[src/rtl/dlfloat_dot_seq.sv]
// Byte-serial sequencer for the DLFloat16 MAC datapath: loads operand pairs,
// pulses the MAC per element, waits out its pipeline and returns the 16-bit result.
module dlfloat_dot_seq #(
  parameter int unsigned LEN_W   = 8,
  parameter int unsigned MAC_LAT = 2
) (
  input  logic             clk,
  input  logic             rst_n,
  input  logic             start,
  input  logic [LEN_W-1:0] vec_len,
  output logic             busy,
  input  logic             in_valid,
  output logic             in_ready,
  input  logic [7:0]       in_byte,
  output logic             mac_clr,
  output logic             mac_en,
  output logic [15:0]      mac_a,
  output logic [15:0]      mac_b,
  input  logic [15:0]      mac_acc,
  output logic             out_valid,
  input  logic             out_ready,
  output logic [7:0]       out_byte,
  output logic             done
);

  localparam int unsigned DCNT_W = (MAC_LAT < 2) ? 1 : $clog2(MAC_LAT + 1);

  typedef enum logic [3:0] {
    IDLE, LA0, LA1, LB0, LB1, ISSUE, DRAIN, OUT0, OUT1
  } state_t;

  state_t              state, state_nx;
  logic [LEN_W-1:0]    cnt, cnt_nx;
  logic [DCNT_W-1:0]   dcnt, dcnt_nx;
  logic [15:0]         res, res_nx;
  logic [15:0]         a_nx, b_nx;
  logic                clr_nx, done_nx;
  logic                busy_nx, in_ready_nx, mac_en_nx, out_valid_nx;
  logic [7:0]          out_byte_nx;
  logic                in_xfer, out_xfer;

  assign in_xfer  = in_valid & in_ready;
  assign out_xfer = out_valid & out_ready;

  // Next-state and next-output decode; outputs are registered from the next state.
  always_comb begin
    state_nx = state;
    cnt_nx   = cnt;
    dcnt_nx  = dcnt;
    res_nx   = res;
    a_nx     = mac_a;
    b_nx     = mac_b;
    clr_nx   = 1'b0;
    done_nx  = 1'b0;
    unique case (state)
      IDLE: begin
        if (start) begin
          cnt_nx = vec_len;
          clr_nx = 1'b1;
          if (vec_len != LEN_W'(0)) begin
            state_nx = LA0;
          end else begin
            res_nx   = 16'h0000;
            state_nx = OUT0;
          end
        end
      end
      LA0: if (in_xfer) begin a_nx[7:0]  = in_byte; state_nx = LA1; end
      LA1: if (in_xfer) begin a_nx[15:8] = in_byte; state_nx = LB0; end
      LB0: if (in_xfer) begin b_nx[7:0]  = in_byte; state_nx = LB1; end
      LB1: if (in_xfer) begin b_nx[15:8] = in_byte; state_nx = ISSUE; end
      ISSUE: begin
        cnt_nx = cnt - LEN_W'(1);
        if (cnt == LEN_W'(1)) begin
          dcnt_nx  = DCNT_W'(MAC_LAT);
          state_nx = DRAIN;
        end else begin
          state_nx = LA0;
        end
      end
      DRAIN: begin
        dcnt_nx = dcnt - DCNT_W'(1);
        if (dcnt == DCNT_W'(1)) begin
          res_nx   = mac_acc;
          state_nx = OUT0;
        end
      end
      OUT0: if (out_xfer) state_nx = OUT1;
      OUT1: if (out_xfer) begin done_nx = 1'b1; state_nx = IDLE; end
      default: state_nx = IDLE;
    endcase

    busy_nx      = (state_nx != IDLE);
    in_ready_nx  = (state_nx == LA0) || (state_nx == LA1) ||
                   (state_nx == LB0) || (state_nx == LB1);
    mac_en_nx    = (state_nx == ISSUE);
    out_valid_nx = (state_nx == OUT0) || (state_nx == OUT1);
    out_byte_nx  = 8'h00;
    if (state_nx == OUT0) out_byte_nx = res_nx[7:0];
    if (state_nx == OUT1) out_byte_nx = res_nx[15:8];
  end

  always_ff @(posedge clk or negedge rst_n) begin
    if (!rst_n) begin
      state     <= IDLE;
      cnt       <= '0;
      dcnt      <= '0;
      res       <= '0;
      mac_a     <= '0;
      mac_b     <= '0;
      busy      <= 1'b0;
      in_ready  <= 1'b0;
      mac_clr   <= 1'b0;
      mac_en    <= 1'b0;
      out_valid <= 1'b0;
      out_byte  <= '0;
      done      <= 1'b0;
    end else begin
      state     <= state_nx;
      cnt       <= cnt_nx;
      dcnt      <= dcnt_nx;
      res       <= res_nx;
      mac_a     <= a_nx;
      mac_b     <= b_nx;
      busy      <= busy_nx;
      in_ready  <= in_ready_nx;
      mac_clr   <= clr_nx;
      mac_en    <= mac_en_nx;
      out_valid <= out_valid_nx;
      out_byte  <= out_byte_nx;
      done      <= done_nx;
    end
  end

endmodule

[config.mk]
export PLATFORM = sky130hd
export DESIGN_NAME = dlfloat_dot_seq
export DESIGN_NICKNAME = d
export VERILOG_FILES = /design/src/rtl/dlfloat_dot_seq.sv
export SDC_FILE = /design/constraint.sdc
export NUM_CORES = 1
export LEC_CHECK = 0
export CAP_MARGIN = 15
export CELL_PAD_IN_SITES_DETAIL_PLACEMENT = 1
export CELL_PAD_IN_SITES_GLOBAL_PLACEMENT = 1
export CORE_ASPECT_RATIO = 1.75
export CORE_UTILIZATION = 34
export CTS_CLUSTER_SIZE = 20
export DETAILED_ROUTE_END_ITERATION = 7
export HOLD_SLACK_MARGIN = 0.08
export PLACE_DENSITY_LB_ADDON = 0.1
export SLEW_MARGIN = 20
export SYNTH_ARGS = -nofsm -noshare
export SYNTH_HDL_FRONTEND = slang
export SYNTH_SLANG_ARGS = --single-unit
export TNS_END_PERCENT = 1
[constraint.sdc]
create_clock -name clk -period 1.85 [get_ports clk]
set_input_delay 0.37 -clock clk [delete_from_list [all_inputs] [get_ports clk]]
set_output_delay 0.37 -clock clk [all_outputs]
set_load 0.1 [all_outputs]
== Word-level counts from Yosys, hierarchy flattened ==
Cells that the tools add are included.
Cells by class
  add/sub/neg operators: 2
  eq/ne operators: 19
  multiplexer cells: 25
  bitwise operators: 2
  reductions and logical operators: 15
Operators with widths (count)
  $mux 16: 3
  $pmux 4 s9: 1
  $mux 4: 8
  $pmux 16 s2: 1
  $eq 4x3->1 const B: 7
  $mux 8: 3
  $eq 4x2->1 const B: 4
  $pmux 8 s2: 1
  $reduce_and 2->1: 6
  $eq 4x1->1 const B: 2
  $eq 4x4->1 const B: 2
  $eq 8x1->1 const B: 1
  $reduce_bool 8->1: 1
  $sub 8x1->8 const B: 1
  $mux 3: 2
  $logic_not 4->1: 1
  $logic_or 1x1->1: 4
  $mux 1: 4
  $ne 2x2->1 const B: 2
  $pmux 2 s2: 1
  $reduce_bool 2->1: 2
  $reduce_bool 4->1: 1
  $and 1x1->1: 2
  $eq 2x1->1 const B: 1
  other kinds (2): 2
Word-level totals
  register bits: 76
  input bits: 37
  output and inout bits: 46
  logic and storage cells: 78

== Logic depth before layout (Yosys ltp) ==
Gate-level depths: netlist (run 1).
  depth in word-level cells: 8
  mapped depth: 9
  depth with buffers taken out: 6

== Worst setup path after synthesis (run 1) ==
Ideal clock, no wire load.
  path kind: register to register
  start point: register in_ready
  end point: register busy
  setup time: 0.131 ns
  arrival time: 2.334 ns
  required time: 1.719 ns
  path slack: -0.616 ns
  cell stages (with the launch flop): 5
  cell sequence: dfrtp_1 and3_1 o311a_1 or4b_4 or3_1
On the way
  word-level cells in the longest chain between the ends: 4
  elaborated cells on any way between the ends: 7
  those cells by class: 5 x mux; 1 x bitwise; 1 x reduce/logical
Ends and longest elaborated chain
  from (decl): line 13  | output logic in_ready,
  from (signal assigned): line 126  | in_ready <= in_ready_nx;
  $and 1x1->1 (*): line 42  | assign in_xfer = in_valid & in_ready;
  $mux 4, on equally long branches
  $pmux 4 s9 (*): line 55  | unique case (state)
  via state_nx[0]: line 32  | state_t state, state_nx;
  $reduce_bool 4->1 (*): line 93  | busy_nx = (state_nx != IDLE);
  via busy_nx: line 38  | logic busy_nx, in_ready_nx, mac_en_nx, out_valid_nx;
  to (signal assigned): line 125  | busy <= busy_nx;
  to (decl): line 11  | output logic busy,
The timed path passes the listed nets; every way through them passes the cells marked *.
A chain may end at the register's enable or synchronous reset.

== Final worst setup path (run 1) ==
  start point: register in_ready
  end point: register out_byte[3]
On the way
  word-level cells in the longest chain between the ends: 6
  elaborated cells on any way between the ends: 10
  those cells by class: 2 x eq/ne; 7 x mux; 1 x bitwise
Ends and longest elaborated chain
  $and 1x1->1 (*): line 42
  $mux 4, on equally long branches
  $pmux 4 s9 (*): line 55
  via state_nx[0]: line 32
  $eq 4x3->1: line 99  | if (state_nx == OUT0) out_byte_nx = res_nx[7:0];
  $mux 8: line 99
  $mux 8 (*): line 100  | if (state_nx == OUT1) out_byte_nx = res_nx[15:8];
  via out_byte_nx[3]: line 39  | logic [7:0] out_byte_nx;
  to (signal assigned): line 130  | out_byte <= out_byte_nx;
  to (decl): line 22  | output logic [7:0] out_byte,
Marks and branches as above.

==> results of run 1 <==
==> worst register-to-register path: stages, from the launching register on <==
cell and delay, ns:
dfrtp_4 0.47, and3_4 0.18, o311a_1 0.29, or4b_4 0.56, o31ai_4 0.14, a2bb2o_4 0.24
==> layout make-up <==
| type | instances | area, um^2 | share of cell area (%) |
|---|---|---|---|
| Tap cell | 122 | 153 | 2.72 |
| Clock buffer | 9 | 225 | 4.01 |
| Timing Repair Buffer | 141 | 1750 | 31.2 |
| Multi-Input combinational cell | 176 | 1390 | 24.6 |
| Sequential cell | 76 | 1910 | 34.0 |
| Inverter | 30 | 113 | 2.00 |
| Clock inverter | 7 | 81.3 | 1.45 |
==> sequential cells by signal, indices dropped and copies added (netlist names) <==
register / count
mac_b: 16
state: 4
mac_a: 16
mac_en: 1
res: 16
cnt: 8
in_ready: 1
dcnt: 2
mac_clr: 1
out_byte: 8
busy: 1
out_valid: 1
done: 1
==> per-stage QoR <==
stage               setup TNS [ns]  hold WS [ns]  utilization, %
finish                      -0.918         0.475            59.3
global route                 -1.46         0.517            59.3
CTS                          -1.09         0.499            57.9
detailed placement          -18.56         0.318            54.1
global placement            -17.04         0.312            54.1
floorplan                    -1.91        0.0744               -
==> cells in the mapped netlist (2+ instances only) <==
library cell  number  area [um^2]
ha_1               3         37.5
clkbuf_1           2         7.51
dfrtp_1           76         1900
mux2i_1            2         20.0
clkinv_1           2         7.51
a2bb2o_4           2         40.0
a21oi_1            6         30.0
inv_1             28          105
nor4bb_1           2         20.0
o221a_2            5         56.3
nand2_1           48          180
nor3_1             2         10.0
o2bb2ai_1          6         52.6
a211oi_1           3         22.5
nand3b_1           3         22.5
o31ai_1            8         60.1
buf_2              7         35.0
or3_1              2         12.5
o31a_1             8         70.1
nand3_1            5         25.0
nor2_1            17         63.8
mux2_2            25          282
and3_1             3         18.8
or4_1              2         15.0
nand4_1            3         18.8
==> metal layers <==
layer / global-route usage (%) / up-vias / routed length (um)
li1: - / 1312 / -
met1: 20.2 / 1388 / 3460
met2: 38.8 / 72 / 5360
met3: 4.34 / 23 / 338
met4: 10.0 / 0 / 277
met5: 0 / - / 0
==> what timing repair did <==
| item | in CTS | in global routing |
|---|---|---|
| cloned | 0 | 1 |
| setup buffers | 2 | 5 |
| endpoints found under the hold margin | 24 | 0 |
| pin swaps | 6 | 5 |
| setup endpoints to repair | 24 | 48 |
| hold buffers | 1 | 0 |
| gates resized for setup | 9 | 19 |
==> power groups by stage <==
stage / registers [mW] / logic, mW / clock network [mW]
CTS: 2.98 / 6.93 / 1.84
detailed placement: 2.99 / 6.86 / 0
global placement: 2.95 / 6.74 / 0
global route: 3.06 / 7.37 / 1.90
finish: 2.97 / 7.06 / 1.80
floorplan: 5.61 / 1.38 / 0
==> worst paths after layout <==
kind,slack (ns),cells after the start,to
max,-0.13,5,out_byte[3]$_DFF_PN0_
min,0.48,3,cnt[0]$_DFFE_PN0P_
max reg2reg,-0.13,5,out_byte[3]$_DFF_PN0_
min reg2reg,0.54,2,res[12]$_DFF_PN0_
max in group asynchronous,0.85,3,out_valid$_DFF_PN0_
min in group asynchronous,0.49,2,mac_b[5]$_DFFE_PN0P_
==> kinds of logic after synthesis <==
| group | Yosys count |
|---|---|
| xor+xnor | 1 |
| mux | 27 |
| simple gates | 99 |
| flops | 76 |
| buf+inv | 41 |
| compound gates | 45 |
| fa+ha+maj | 3 |
==> impl_metrics.env, run 1 <==
export IMPL_outcome="complete, but fails checks"
export IMPL_violations="setup timing"
export IMPL_drtPass1Iterations=4
export IMPL_hold_viol=0
export IMPL_slew_headroom_pct=69.6
export IMPL_n_antenna_cell=0
export IMPL_start_util_pct=35.2
export IMPL_mappedNetlistArea_mm2=0.00334
export IMPL_p_switching_mw=5.55
export IMPL_critPathLaunch="in_ready$_DFF_PN0_"
export IMPL_pwr_share_comb_pct=59.7
export IMPL_fillerInstances=934
export IMPL_gp_congestion=0.791
export IMPL_cp_top_family="simple AND/OR/NAND/NOR gates"
export IMPL_final_area_mm2=0.00562
export IMPL_min_from="vec_len[0]"
export IMPL_hpwl_mm=6.94
export IMPL_grt_pass1_wl_mm=15.6
export IMPL_vias_per_cell=4.98
export IMPL_async_reset_ff_share_pct=100
export IMPL_synthFlopType="dfrtp_1"
export IMPL_drt_iter0_drc=65
export IMPL_grt_max_degree=33
export IMPL_endpoint_kind="flop"
export IMPL_cts_num_sinks=76
export IMPL_wirelength_mm=9.44
export IMPL_period_share_pct=107
export IMPL_track_usage_pct=20.3
export IMPL_yosys_cell_types_count=47
export IMPL_overflow=0
export IMPL_h_tree_depth=3
export IMPL_placed_area_mm2=0.00512
export IMPL_ys_ff_latch=76
export IMPL_cp_data_required_time_ns=2.09
export IMPL_p_per_area_mw_per_mm2=2110
export IMPL_cap_viol_max_count=0
export IMPL_synthXorXnorAreaFrac_pct=0.263
export IMPL_muxShareOfSynthArea_pct=9.04
export IMPL_worstSkewPairLatency_ns=0.34
export IMPL_ioPinCount=83
export IMPL_synth_area_per_cell_um2=11.4
export IMPL_layout_drive_gt1_share_pct=41.2
export IMPL_cts_made_buffers=9
export IMPL_p_sw_share_pct=46.9
export IMPL_slowest_stage="or4b_4"
export IMPL_die_area_mm2=0.0102
export IMPL_syn_nets=332
export IMPL_synth_warning_count=0
export IMPL_fmax_mhz=504
export IMPL_power_share_clock_pct=15.2
export IMPL_cp_max_fo=5
export IMPL_final_max_slew_violation_count=0
export IMPL_layout_common_cells="72 x dfrtp_1, 55 x buf_4, 48 x nand2_1, 47 x buf_12, 33 x clkdlybuf4s50_1"
export IMPL_power_mw=11.8
export IMPL_final_setup_worst_slack_ns=-0.133
export IMPL_crit_type="reg2reg"
export IMPL_postRouteAntennaNets=0
export IMPL_fin_skew_ns=0.00645
export IMPL_fp_dieW_um=76.9
export IMPL_synth_top_family_by_area="simple AND/OR/NAND/NOR gates"
export IMPL_place_ws_ns=-0.521
export IMPL_r2r_start="in_ready$_DFF_PN0_"
export IMPL_p_int_mw=6.28
export IMPL_rsz0062_at_grt="true"
export IMPL_core_rowCount=47
export IMPL_synth_compound_area_share_pct=12.2
export IMPL_tritoncts="built"
export IMPL_seqPwrFrac_pct=25.1
export IMPL_p_leak_nw=2.57
export IMPL_grt_pass1_vias=3137
export IMPL_clock_path_buffers=2
export IMPL_wl_per_cell_um=16.8
export IMPL_tightest_slew_ns=0.453
export IMPL_cts_root_buf="clkbuf_16"
export IMPL_place_port_buffers=82
export IMPL_finalCriticalPeriod_ns=1.98
export IMPL_synth_simple_area_share_pct=15.3
export IMPL_final_net_count=474
export IMPL_antenna_found_initial=0
export IMPL_yosysSeqAreaShare_pct=57.0
export IMPL_setup_viol=11
export IMPL_cp_cell_sequence="and3_4 > o311a_1 > or4b_4 > o31ai_4 > a2bb2o_4"
export IMPL_die_height_um=133
export IMPL_vias=2795
export IMPL_startpoint_type="flop"
export IMPL_synth_edf_count=0
export IMPL_remaining_drc_errors=0
export IMPL_arrival_ns=2.22
export IMPL_cts_reportedPaths_clkPinSlew_ns=0.06
export IMPL_postSynthCellCount=292
export IMPL_hold_class="in2reg"
export IMPL_worst_path_buf_inv=0
export IMPL_synthAdderAreaFrac_pct=1.13
export IMPL_dp_cells=536
export IMPL_final_common_cell="dfrtp_1"
export IMPL_core_area_mm2=0.00947
export IMPL_vdd_drop_max_v=0.00103
export IMPL_area_growth_pct=68.5
export IMPL_instances_no_fill=561
export IMPL_slowest_delay_ns=0.56
(Power assumes the default switching activity.)
==> inputs of run 2 (changes only) <==
--- a/config.mk
+++ b/config.mk
@@ -9,11 +9,13 @@
 export CELL_PAD_IN_SITES_DETAIL_PLACEMENT = 1
 export CELL_PAD_IN_SITES_GLOBAL_PLACEMENT = 1
 export CORE_ASPECT_RATIO = 1.75
+export CORE_MARGIN = 8
 export CORE_UTILIZATION = 34
 export CTS_CLUSTER_SIZE = 20
 export DETAILED_ROUTE_END_ITERATION = 7
 export HOLD_SLACK_MARGIN = 0.08
 export PLACE_DENSITY_LB_ADDON = 0.1
+export SETUP_SLACK_MARGIN = 0.05
 export SLEW_MARGIN = 20
 export SYNTH_ARGS = -nofsm -noshare
 export SYNTH_HDL_FRONTEND = slang
==> impl_metrics.env, run 2 (synthesized netlist as in run 1, its figures left out) <==
export IMPL_outcome="complete, but fails checks"
export IMPL_violations="setup timing"
export IMPL_worst_path_stages=6
export IMPL_vias_per_cell=5.00
export IMPL_cts_root_buf="clkbuf_16"
export IMPL_area_growth_pct=69.5
export IMPL_crit_type="in2reg"
export IMPL_cp_top_family="simple AND/OR/NAND/NOR gates"
export IMPL_core_area_mm2=0.00973
export IMPL_gp_congestion=0.799
export IMPL_cts_num_sinks=76
export IMPL_final_max_slew_violation_count=0
export IMPL_power_mw=12.2
export IMPL_final_common_cell="dfrtp_1"
export IMPL_finalCriticalPeriod_ns=2.05
export IMPL_cp_max_fo=5
export IMPL_place_port_buffers=82
export IMPL_final_net_count=471
export IMPL_tritoncts="built"
export IMPL_startpoint_type="input pin"
export IMPL_cp_data_required_time_ns=2.07
export IMPL_setup_viol=12
export IMPL_start_util_pct=34.3
export IMPL_wirelength_mm=10.6
export IMPL_r2r_end="out_byte[1]$_DFF_PN0_"
export IMPL_hold_viol=0
export IMPL_fp_dieW_um=90.9
export IMPL_tightest_slew_ns=0.434
export IMPL_final_setup_worst_slack_ns=-0.202
export IMPL_hpwl_mm=7.68
export IMPL_fmax_mhz=487
export IMPL_grt_pass1_wl_mm=17.0
export IMPL_die_area_mm2=0.0134
export IMPL_clock_path_buffers=2
export IMPL_p_per_area_mw_per_mm2=2150
export IMPL_layout_drive_gt1_share_pct=39.7
export IMPL_n_antenna_cell=0
export IMPL_rsz0062_at_grt="true"
export IMPL_grt_pass1_vias=3270
export IMPL_remaining_drc_errors=0
export IMPL_endpoint="out_byte[1]$_DFF_PN0_"
export IMPL_cp_cell_sequence="clkdlybuf4s50_1 > and3_4 > o311a_1 > or4b_4 > o31ai_4 > a2bb2o_4"
export IMPL_layout_common_cells="70 x dfrtp_1, 49 x buf_4, 49 x buf_12, 48 x nand2_1, 31 x clkdlybuf4s50_1"
export IMPL_drtPass1Iterations=4
export IMPL_final_area_mm2=0.00565
export IMPL_ioPinCount=83
export IMPL_fin_skew_ns=0.00680
export IMPL_worst_r2r_setup_slack_ns=-0.20
export IMPL_worstSkewPairLatency_ns=0.34
export IMPL_antenna_found_initial=0
export IMPL_top_regs="mac_a: 16 flops, mac_b: 16 flops, res: 16 flops"
export IMPL_track_usage_pct=16.3
export IMPL_reg2reg_depth=5
export IMPL_die_height_um=147
export IMPL_endpoint_kind="flop"
export IMPL_wl_per_cell_um=18.8
export IMPL_slowest_stage="or4b_4"
export IMPL_period_share_pct=111
export IMPL_drt_iter0_drc=84
export IMPL_cts_made_buffers=9
export IMPL_hold_slack_ns=0.511
export IMPL_hold_class="reg2reg"
export IMPL_core_rowCount=48
export IMPL_critPathLaunch="in_valid"
export IMPL_vias=2805
export IMPL_overflow=0
export IMPL_grt_max_degree=34
export IMPL_r2r_start="in_ready$_DFF_PN0_"
export IMPL_slowest_delay_ns=0.61
export IMPL_h_tree_depth=3
export IMPL_worst_path_buf_inv=1
export IMPL_vdd_drop_max_v=0.00109
export IMPL_slew_headroom_pct=70.8
export IMPL_arrival_ns=2.28
export IMPL_placed_area_mm2=0.00516
export IMPL_fin_setup_tns_ns=-1.42
export IMPL_p_leak_nw=2.60
export IMPL_cap_viol_max_count=0
export IMPL_cts_reportedPaths_clkPinSlew_ns=0.06
export IMPL_postRouteAntennaNets=0
[run 2: changes by cell type in the layout (fill, tap and decap cells not counted), sizes merged]
cell	previous run	this run
dlygate4sd2	0	4
buf	105	102
bufinv	1	3
clkdlybuf4s50	33	31
dlymetal6s2s	2	0
clkinvlp	1	0
inv	31	30
[run 2: routing by layer]
metal	global-route usage, %	wire [um]	up-vias	share of wire, %
met5	0	0	-	0
met4	5.85	172	0	1.6
li1	-	-	1302	-
met1	15.9	3920	1420	37
met2	31.7	6090	70	58
met3	3.83	367	13	3.5
[run 2: worst register-to-register path: stages, from the launching register on]
cell      delay [ns]
dfrtp_4         0.47
and3_4          0.18
o311a_1         0.28
or4b_4          0.61
o31ai_4         0.15
a2bb2o_4        0.24
[run 2: power breakdown]
group	leakage, nW	switching [mW]	total (mW)	internal, mW
Combinational	1.53	4.25	7.10	2.86
Clock	0.170	0.719	2.05	1.33
Sequential	0.897	0.629	3.01	2.39
[run 2: cell type report]
type	instances	area (um^2)
Fill cell	1016	4080
Sequential cell	76	1910
Timing Repair Buffer	138	1750
Multi-Input combinational cell	176	1380
Clock buffer	9	225
Tap cell	125	156
Clock inverter	7	121
Inverter	30	113
[run 2: repair_timing]
action                                  in CTS  in global routing
cloned                                       1                  0
hold buffers                                 1                  0
setup buffers                                0                  2
gates resized for setup                     18                 15
endpoints found under the hold margin       30                  0
endpoints found under the setup margin      49                 49
pin swaps                                    1                  6
[run 2: worst min-delay path by stage]
stage / from / cells after the start / endpoint / slack, ns
after floorplan: rst_n / 0 / busy$_DFF_PN0_ / 0.07
after global placement: rst_n / 1 / mac_b[4]$_DFFE_PN0P_ / 0.34
after detailed placement: rst_n / 1 / mac_b[4]$_DFFE_PN0P_ / 0.35
after CTS: dcnt[1]$_DFFE_PN0P_ / 1 / dcnt[1]$_DFFE_PN0P_ / 0.51
after global routing: vec_len[5] / 2 / cnt[5]$_DFFE_PN0P_ / 0.52
final: dcnt[1]$_DFFE_PN0P_ / 1 / dcnt[1]$_DFFE_PN0P_ / 0.51
[run 2: through the flow]
stage / utilization [%] / std cells / setup slack (ns)
6_report: 58.1 / 561 / -0.202
5_1_grt: 58.1 / 561 / -0.223
4_1_cts: 57.4 / 559 / -0.157
3_5_place_dp: 53.0 / 541 / -0.540
3_3_place_gp: 53.0 / 541 / -0.517
2_1_floorplan: - / 292 / -0.258
